`config.mk`:
```
export PLATFORM = sky130hd
export DESIGN_NAME = mem_arbiter
export DESIGN_NICKNAME = d
export VERILOG_FILES = /design/src/rtl/mem_arbiter.sv
export SDC_FILE = /design/constraint.sdc
export NUM_CORES = 1
export LEC_CHECK = 0
export ABC_AREA = 1
export BUFFER_PORTS_ARGS = -buffer_cell sky130_fd_sc_hd__clkbuf_2
export CAP_MARGIN = 25
export CORE_MARGIN = 1
export CORE_UTILIZATION = 45
export CTS_BUF_LIST = sky130_fd_sc_hd__clkbuf_4
export CTS_CLUSTER_SIZE = 20
export DETAILED_ROUTE_END_ITERATION = 7
export PLACE_DENSITY = 0.77
export SYNTH_ARGS = -nofsm -noshare
export SYNTH_HDL_FRONTEND = slang
export SYNTH_SLANG_ARGS = --single-unit
```
`constraint.sdc`:
```
create_clock -name clk -period 1.6 [get_ports clk]
set_input_delay 0.16 -clock clk [delete_from_list [all_inputs] [get_ports clk]]
set_output_delay 0.16 -clock clk [all_outputs]
set_load 0.005 [all_outputs]
```
`src/rtl/mem_arbiter.sv`:
```
// Round-robin arbiter sharing one data-memory port between IFU (read-only) and LSU.
// One transaction in flight at a time; a RESP-phase timeout turns a lost memory response into an error response.
module mem_arbiter #(
  parameter int DATA_W  = 32,
  parameter int TIMEOUT = 255
) (
  input  logic              clk,
  input  logic              rst,
  input  logic              ifu_req_valid,
  output logic              ifu_req_ready,
  input  logic [DATA_W-1:0] ifu_addr,
  output logic              ifu_resp_valid,
  input  logic              ifu_resp_ready,
  output logic [DATA_W-1:0] ifu_rdata,
  input  logic              lsu_req_valid,
  output logic              lsu_req_ready,
  input  logic [DATA_W-1:0] lsu_addr,
  input  logic              lsu_wen,
  input  logic [DATA_W-1:0] lsu_wdata,
  input  logic [3:0]        lsu_wmask,
  output logic              lsu_resp_valid,
  input  logic              lsu_resp_ready,
  output logic [DATA_W-1:0] lsu_rdata,
  output logic              resp_err,
  output logic              mem_req_valid,
  input  logic              mem_req_ready,
  output logic [DATA_W-1:0] mem_addr,
  output logic              mem_wen,
  output logic [DATA_W-1:0] mem_wdata,
  output logic [3:0]        mem_wmask,
  input  logic              mem_resp_valid,
  output logic              mem_resp_ready,
  input  logic [DATA_W-1:0] mem_rdata
);
  localparam int   NUM_REQ = 2;
  localparam logic OWN_IFU = 1'b0;
  localparam logic OWN_LSU = 1'b1;
  localparam logic [7:0] TMO_LAST = 8'(TIMEOUT - 1);

  typedef enum logic [1:0] {IDLE, REQ, RESP, DELIVER} state_t;

  typedef struct packed {
    logic              owner;
    logic [DATA_W-1:0] addr;
    logic              wen;
    logic [DATA_W-1:0] wdata;
    logic [3:0]        wmask;
  } req_t;

  state_t                    state;
  req_t                      cur;
  req_t                      new_req;
  logic                      last_grant;
  logic [7:0]                tmo_cnt;
  logic [DATA_W-1:0]         rdata_q;
  logic                      err_q;
  logic                      mem_req_valid_q;
  logic                      mem_resp_ready_q;
  logic [NUM_REQ-1:0]        req_valid;
  logic [NUM_REQ-1:0]        req_grant;
  logic [NUM_REQ-1:0]        resp_ready;
  logic [NUM_REQ-1:0]        resp_valid_q;
  logic                      resp_done;

  assign req_valid  = {lsu_req_valid, ifu_req_valid};
  assign resp_ready = {lsu_resp_ready, ifu_resp_ready};

  // Grant is combinational so the winner sees req_ready in the cycle it asks;
  // gated by rst so nothing is acknowledged while reset is held.
  always_comb begin
    req_grant = '0;
    if (rst && state == IDLE) begin
      req_grant[OWN_IFU] = req_valid[OWN_IFU] && (!req_valid[OWN_LSU] || last_grant == OWN_LSU);
      req_grant[OWN_LSU] = req_valid[OWN_LSU] && (!req_valid[OWN_IFU] || last_grant == OWN_IFU);
    end
  end

  always_comb begin
    new_req = '0;
    if (req_grant[OWN_LSU]) begin
      new_req.owner = OWN_LSU;
      new_req.addr  = lsu_addr;
      new_req.wen   = lsu_wen;
      new_req.wdata = lsu_wen ? lsu_wdata : '0;
      new_req.wmask = lsu_wen ? lsu_wmask : 4'b0000;
    end else begin
      new_req.owner = OWN_IFU;
      new_req.addr  = ifu_addr;
    end
  end

  assign resp_done = resp_ready[cur.owner];

  always_ff @(posedge clk or negedge rst) begin
    if (!rst) begin
      state            <= IDLE;
      cur              <= '0;
      last_grant       <= OWN_LSU;
      tmo_cnt          <= '0;
      rdata_q          <= '0;
      err_q            <= 1'b0;
      mem_req_valid_q  <= 1'b0;
      mem_resp_ready_q <= 1'b0;
      resp_valid_q     <= '0;
    end else begin
      case (state)
        IDLE: begin
          if (|req_grant) begin
            cur             <= new_req;
            last_grant      <= new_req.owner;
            mem_req_valid_q <= 1'b1;
            state           <= REQ;
          end
        end
        REQ: begin
          if (mem_req_ready) begin
            mem_req_valid_q  <= 1'b0;
            mem_resp_ready_q <= 1'b1;
            tmo_cnt          <= '0;
            state            <= RESP;
          end
        end
        RESP: begin
          tmo_cnt <= tmo_cnt + 8'd1;
          // A response arriving on the timeout cycle still counts as good data.
          if (mem_resp_valid || tmo_cnt == TMO_LAST) begin
            mem_resp_ready_q        <= 1'b0;
            rdata_q                 <= (mem_resp_valid && !cur.wen) ? mem_rdata : '0;
            err_q                   <= !mem_resp_valid;
            resp_valid_q[cur.owner] <= 1'b1;
            state                   <= DELIVER;
          end
        end
        DELIVER: begin
          if (resp_done) begin
            resp_valid_q <= '0;
            rdata_q      <= '0;
            err_q        <= 1'b0;
            state        <= IDLE;
          end
        end
        default: state <= IDLE;
      endcase
    end
  end

  assign ifu_req_ready  = req_grant[OWN_IFU];
  assign lsu_req_ready  = req_grant[OWN_LSU];
  assign ifu_resp_valid = resp_valid_q[OWN_IFU];
  assign lsu_resp_valid = resp_valid_q[OWN_LSU];
  assign ifu_rdata      = resp_valid_q[OWN_IFU] ? rdata_q : '0;
  assign lsu_rdata      = resp_valid_q[OWN_LSU] ? rdata_q : '0;
  assign resp_err       = err_q;

  assign mem_req_valid  = mem_req_valid_q;
  assign mem_resp_ready = mem_resp_ready_q;
  assign mem_addr       = cur.addr;
  assign mem_wen        = cur.wen;
  assign mem_wdata      = cur.wdata;
  assign mem_wmask      = cur.wmask;

  a_one_grant: assert property (@(posedge clk) disable iff (!rst)
    !(ifu_req_ready && lsu_req_ready));
  a_req_stable: assert property (@(posedge clk) disable iff (!rst)
    (mem_req_valid && !mem_req_ready) |=> (mem_req_valid && $stable(mem_addr)
                                           && $stable(mem_wdata) && $stable(mem_wmask)));
  a_one_resp: assert property (@(posedge clk) disable iff (!rst)
    !(ifu_resp_valid && lsu_resp_valid));

endmodule

```
==> impl_summary.txt <==
----------------------------------------------------
[Status]
  Outcome ... finished, violations left
  Violations in the final reports ... setup timing

[Global routing]
  Maximum number of pins on one net before global-route repair ... 119
  Total gr overflow ... 0
  Global router's overall resource usage ... 27.1%
  Initial antenna violation count ... 1
  First-pass GRT wire length ... 31000 um
  Vias in the first global route ... 6512

[Clock network]
  H-tree lvl count ... 4
  Clock Sink Count ... 118
  Insertion delay of the later-clocked pin in the worst-skew pair ... 0.55 ns
  Clock-pin transition on the worst setup and hold timing paths ... 0.10 ns
  TritonCTS clock tree ... yes
  Number of buffers created by CTS ... 17
  Buffer type at the clock tree root ... sky130_fd_sc_hd__clkbuf_4
  Number of buffers on the longest clock path ... 2

[STA]
  Sum Neg Setup Slack ... -5.67 ns
  Pins Over Slew Limit ... 0
  Tmin final ... 1.80 ns
  Clock tree skew after final layout ... 0.0212 ns
  Hold Vio Cnt, Final ... 0
  RSZ-0062 raised after global routing ... yes
  Worst slack on hold paths ... 0.122 ns
  Max-slew headroom ... 53.9%
  Pin slew with the least headroom to its limit ... 0.692 ns
  Final critical-path share of the clock period ... 113%
  Finish-stage setup viols ... 102
  Peak Freq ... 554 MHz
  Final WS setup ... -0.204 ns

[Worst setup path]
  Slowest Stage Delay on Critical Path ... 0.40 ns
  Max Fanout on Critical Path ... 2
  CP Capture Point ... lsu_req_ready
  Setup crit start ... state[0]
  Crit path cell chain ... inv_2 -> ha_4 -> nand2_4 -> inv_4 -> nand3_4 -> inv_4 -> buf_12 -> buf_6
  FF-to-FF setup slack ... -0.16 ns
  Arrival @ worst endpoint ... 1.64 ns
  Family of cells with the greatest summed delay on the critical path ... buffers and inverters
  Buffers plus inverters on the worst setup path ... 5
  Cell type of the slowest stage on the worst timing path ... sky130_fd_sc_hd__dfrtp_1
  Critical Path Source Type ... register
  Endpoint kind of the worst setup timing path ... primary output
  Cell count along the critical path ... 8
  Dominant cell type by count on the critical path ... sky130_fd_sc_hd__inv_4
  Startpoint-to-endpoint class of the critical path ... register to primary output
  Reg2reg end ... mem_addr[28]
  Start of the worst register-to-register path ... state[0]
  WP data required ... 1.44 ns
  FF-to-FF path depth ... 12

[Logic synthesis]
  Number of library cell types mapped by synthesis ... 30
  Sequential element share of the synthesized area ... 45.8%
  Synthesized net count ... 959
  Number of warnings printed during yosys synthesis ... 0
  Cells after Synth ... 811
  Share of flip-flops with an asynchronous set or reset ... 100%
  Average cell area after synthesis ... 7.95 um^2
  Flop and latch count out of synthesis ... 118
  Post-synth EDFFs ... 0
  Post-synthesis cell area ... 6450 um^2
  Top_reg_cell synth ... sky130_fd_sc_hd__dfrtp_1

[Power]
  Clock power frac ... 13.6%
  Part of the power in combinational logic ... 54.7%
  Flop pwr share ... 31.7%
  Total power per unit cell area ... 1680 nW/um^2
  Switching Fraction ... 43.4%
  Cell internal power dissipation ... 10.2 mW
  Leak Pwr ... 5.96 nW
  Max rail drop VDD ... 0.962 mV
  Switching power of the nets ... 7.81 mW
  Power consumption ... 18.0 mW

[Layout]
  Core utilization of the finished layout ... 76.7%
  Share of final-layout standard cells stronger than drive strength 1 ... 46.8%
  Multi-input combinational cell area ... 2940 um^2
  Filler Cell Count ... 808
  Final Net Count ... 1337
  Footprint of the flip-flops and latches ... 2960 um^2
  Growth of design area from synthesis to finish ... 65.9%

[Worst hold path]
  Hold WC Path Type ... input port to register
  Hold Path Depth ... 4

[Floorplanning]
  Die ar. ... 14800 um^2
  Vert. Die Dim ... 122 um
  Placeable core region ... 13900 um^2
  Die extent in x ... 122 um
  Initial Utilization ... 46.3%
  Count of boundary I/O pins ... 281
  Number of cell rows ... 43

[Place]
  GP Congestion ... 0.759
  Port Buffers ... 280
  HPWL reported at the end of detailed placement ... 11600 um

[Route]
  Overall routed net length ... 27600 um
  Remaining DRCs ... 0
  Via total after detailed routing ... 7623
  Starting DRT DRC Count ... 1032
  Post-detailed-route count of antenna-violating nets ... 0
  Drt first pass iters ... 6
  Routed WL per cell ... 19.9 um
  Via density ... 5.50

[Job]
  Count of maximum capacitance violations ... 0

----------------------------------------------------
## state kept, by name (all words and copies together) (netlist names)
name,cells
mem_addr,32
mem_req_valid,1
mem_wmask,4
resp_err,1
resp_valid_q,2
cur,1
mem_wen,1
tmo_cnt,8
state,2
last_grant,1
mem_wdata,32
mem_resp_ready,1
rdata_q,32
## how the worst min path moves through the flow
stage / startpoint / end / slack [ns]
final: ifu_req_valid / mem_addr[29] / 0.12
after global routing: ifu_req_valid / mem_addr[29] / 0.09
after CTS: lsu_wen / mem_wen / 0.09
after detailed placement: rst / mem_wdata[27] / 0.34
after global placement: rst / tmo_cnt[2] / 0.34
after floorplan: rst / cur[69] / -0.14
## metal layers
layer / GRT usage, % / vias up / wire length [um]
met5: 0 / - / 53
met4: 14.6 / 2 / 1880
met3: 6.41 / 198 / 2870
met2: 47.7 / 651 / 13400
met1: 30.2 / 3516 / 9380
li1: - / 3256 / -
## power groups by stage
stage          combinational (mW)  clock, mW  sequential (mW)
6_report                     9.85       2.45             5.71
2_1_floorplan                5.02          0             5.00
5_1_grt                      10.5       2.62             5.79
4_1_cts                      6.99       2.43             5.21
3_3_place_gp                 6.20          0             5.25
3_5_place_dp                 6.39          0             5.26
## per-stage QoR
step / setup WS [ns] / std cells / area, um^2
after floorplan: 0.0855 / 811 / 6450
after global placement: 0.00338 / 1180 / 7650
after detailed placement: -0.0801 / 1180 / 7650
after CTS: -0.251 / 1359 / 9500
after global routing: -0.321 / 1383 / 10700
final: -0.204 / 1385 / 10700
## Yosys cell counts (2+ instances only)
| master | instances | area share [%] |
|---|---|---|
| sky130_fd_sc_hd__inv_1 | 85 | 4.9 |
| sky130_fd_sc_hd__o21ai_2 | 36 | 4.9 |
| sky130_fd_sc_hd__o21ai_1 | 2 | 0.16 |
| sky130_fd_sc_hd__inv_2 | 3 | 0.17 |
| sky130_fd_sc_hd__a21oi_1 | 5 | 0.39 |
| sky130_fd_sc_hd__nand3_1 | 81 | 6.3 |
| sky130_fd_sc_hd__nand2_2 | 13 | 1.3 |
| sky130_fd_sc_hd__clkbuf_1 | 18 | 1.0 |
| sky130_fd_sc_hd__o21ai_0 | 7 | 0.54 |
| sky130_fd_sc_hd__nor2_1 | 41 | 2.4 |
| sky130_fd_sc_hd__dfrtp_1 | 117 | 45 |
| sky130_fd_sc_hd__a31oi_1 | 33 | 3.2 |
| sky130_fd_sc_hd__nand4_1 | 6 | 0.58 |
| sky130_fd_sc_hd__buf_6 | 7 | 1.2 |
| sky130_fd_sc_hd__buf_2 | 21 | 1.6 |
| sky130_fd_sc_hd__nor3_1 | 2 | 0.16 |
| sky130_fd_sc_hd__nand2_1 | 246 | 14 |
| sky130_fd_sc_hd__nand3_2 | 2 | 0.31 |
| sky130_fd_sc_hd__ha_1 | 7 | 1.4 |
| sky130_fd_sc_hd__buf_4 | 69 | 8.0 |
## layout by cell type (no fill, tap or decap), types with 2 or more instances in the layout
master                          count
sky130_fd_sc_hd__clkbuf_4          20
sky130_fd_sc_hd__bufinv_16          4
sky130_fd_sc_hd__nand4_1            6
sky130_fd_sc_hd__buf_6             39
sky130_fd_sc_hd__buf_16             3
sky130_fd_sc_hd__buf_8              3
sky130_fd_sc_hd__inv_4              4
sky130_fd_sc_hd__nand2_2           35
sky130_fd_sc_hd__ha_1               3
sky130_fd_sc_hd__buf_12            12
sky130_fd_sc_hd__nand3_1           70
sky130_fd_sc_hd__nand3_4            5
sky130_fd_sc_hd__nand3_2            9
sky130_fd_sc_hd__inv_1             37
sky130_fd_sc_hd__inv_2             47
sky130_fd_sc_hd__clkinv_2           7
sky130_fd_sc_hd__a21oi_1            5
sky130_fd_sc_hd__diode_2            3
sky130_fd_sc_hd__nand2_4           39
sky130_fd_sc_hd__nand2_1          185
sky130_fd_sc_hd__nor2_4             2
sky130_fd_sc_hd__buf_2              3
sky130_fd_sc_hd__nor2_2             2
sky130_fd_sc_hd__ha_4               4
sky130_fd_sc_hd__dlygate4sd3_1    135
sky130_fd_sc_hd__clkbuf_16         15
sky130_fd_sc_hd__o21ai_2           35
sky130_fd_sc_hd__nor2_1            38
sky130_fd_sc_hd__a31oi_1           32
sky130_fd_sc_hd__o21ai_0            7
sky130_fd_sc_hd__dfrtp_2            2
sky130_fd_sc_hd__o21ai_1            2
sky130_fd_sc_hd__dfrtp_1          115
sky130_fd_sc_hd__clkbuf_2         247
sky130_fd_sc_hd__buf_4             18
## tightest hold or removal path, cell delays in order
cell                       delay [ns]
sky130_fd_sc_hd__clkbuf_2        0.12
sky130_fd_sc_hd__nand3_4         0.09
sky130_fd_sc_hd__nand2_4         0.16
sky130_fd_sc_hd__a31oi_1         0.10
## logic make-up after synthesis
family	synth area share, %
compound gates	9.43
fa+ha+maj	1.36
buf+inv	17.1
flops	45.8
simple gates	26.3
## repair_timing
item | 4_1_cts | 5_1_grt
gates resized for setup | 24 | 241
setup endpoints to repair | 96 | 155
buffers inserted | 11 | 4
hold endpoints to repair | 219 | 0
cloned | 1 | 21
hold buffers | 135 | 0
pin swaps | 4 | 12
## cell type report
cell class                 instances  area share [%]
clock buffer                      20            1.40
multi-input combinational        489            27.4
inverter                          88            3.18
tap                              180            2.11
clock inverter                    12            1.49
timing repair buffer             475            36.7
antenna                            3          0.0702
sequential                       118            27.6
No activity file was read; power rests on OpenSTA's default activity.
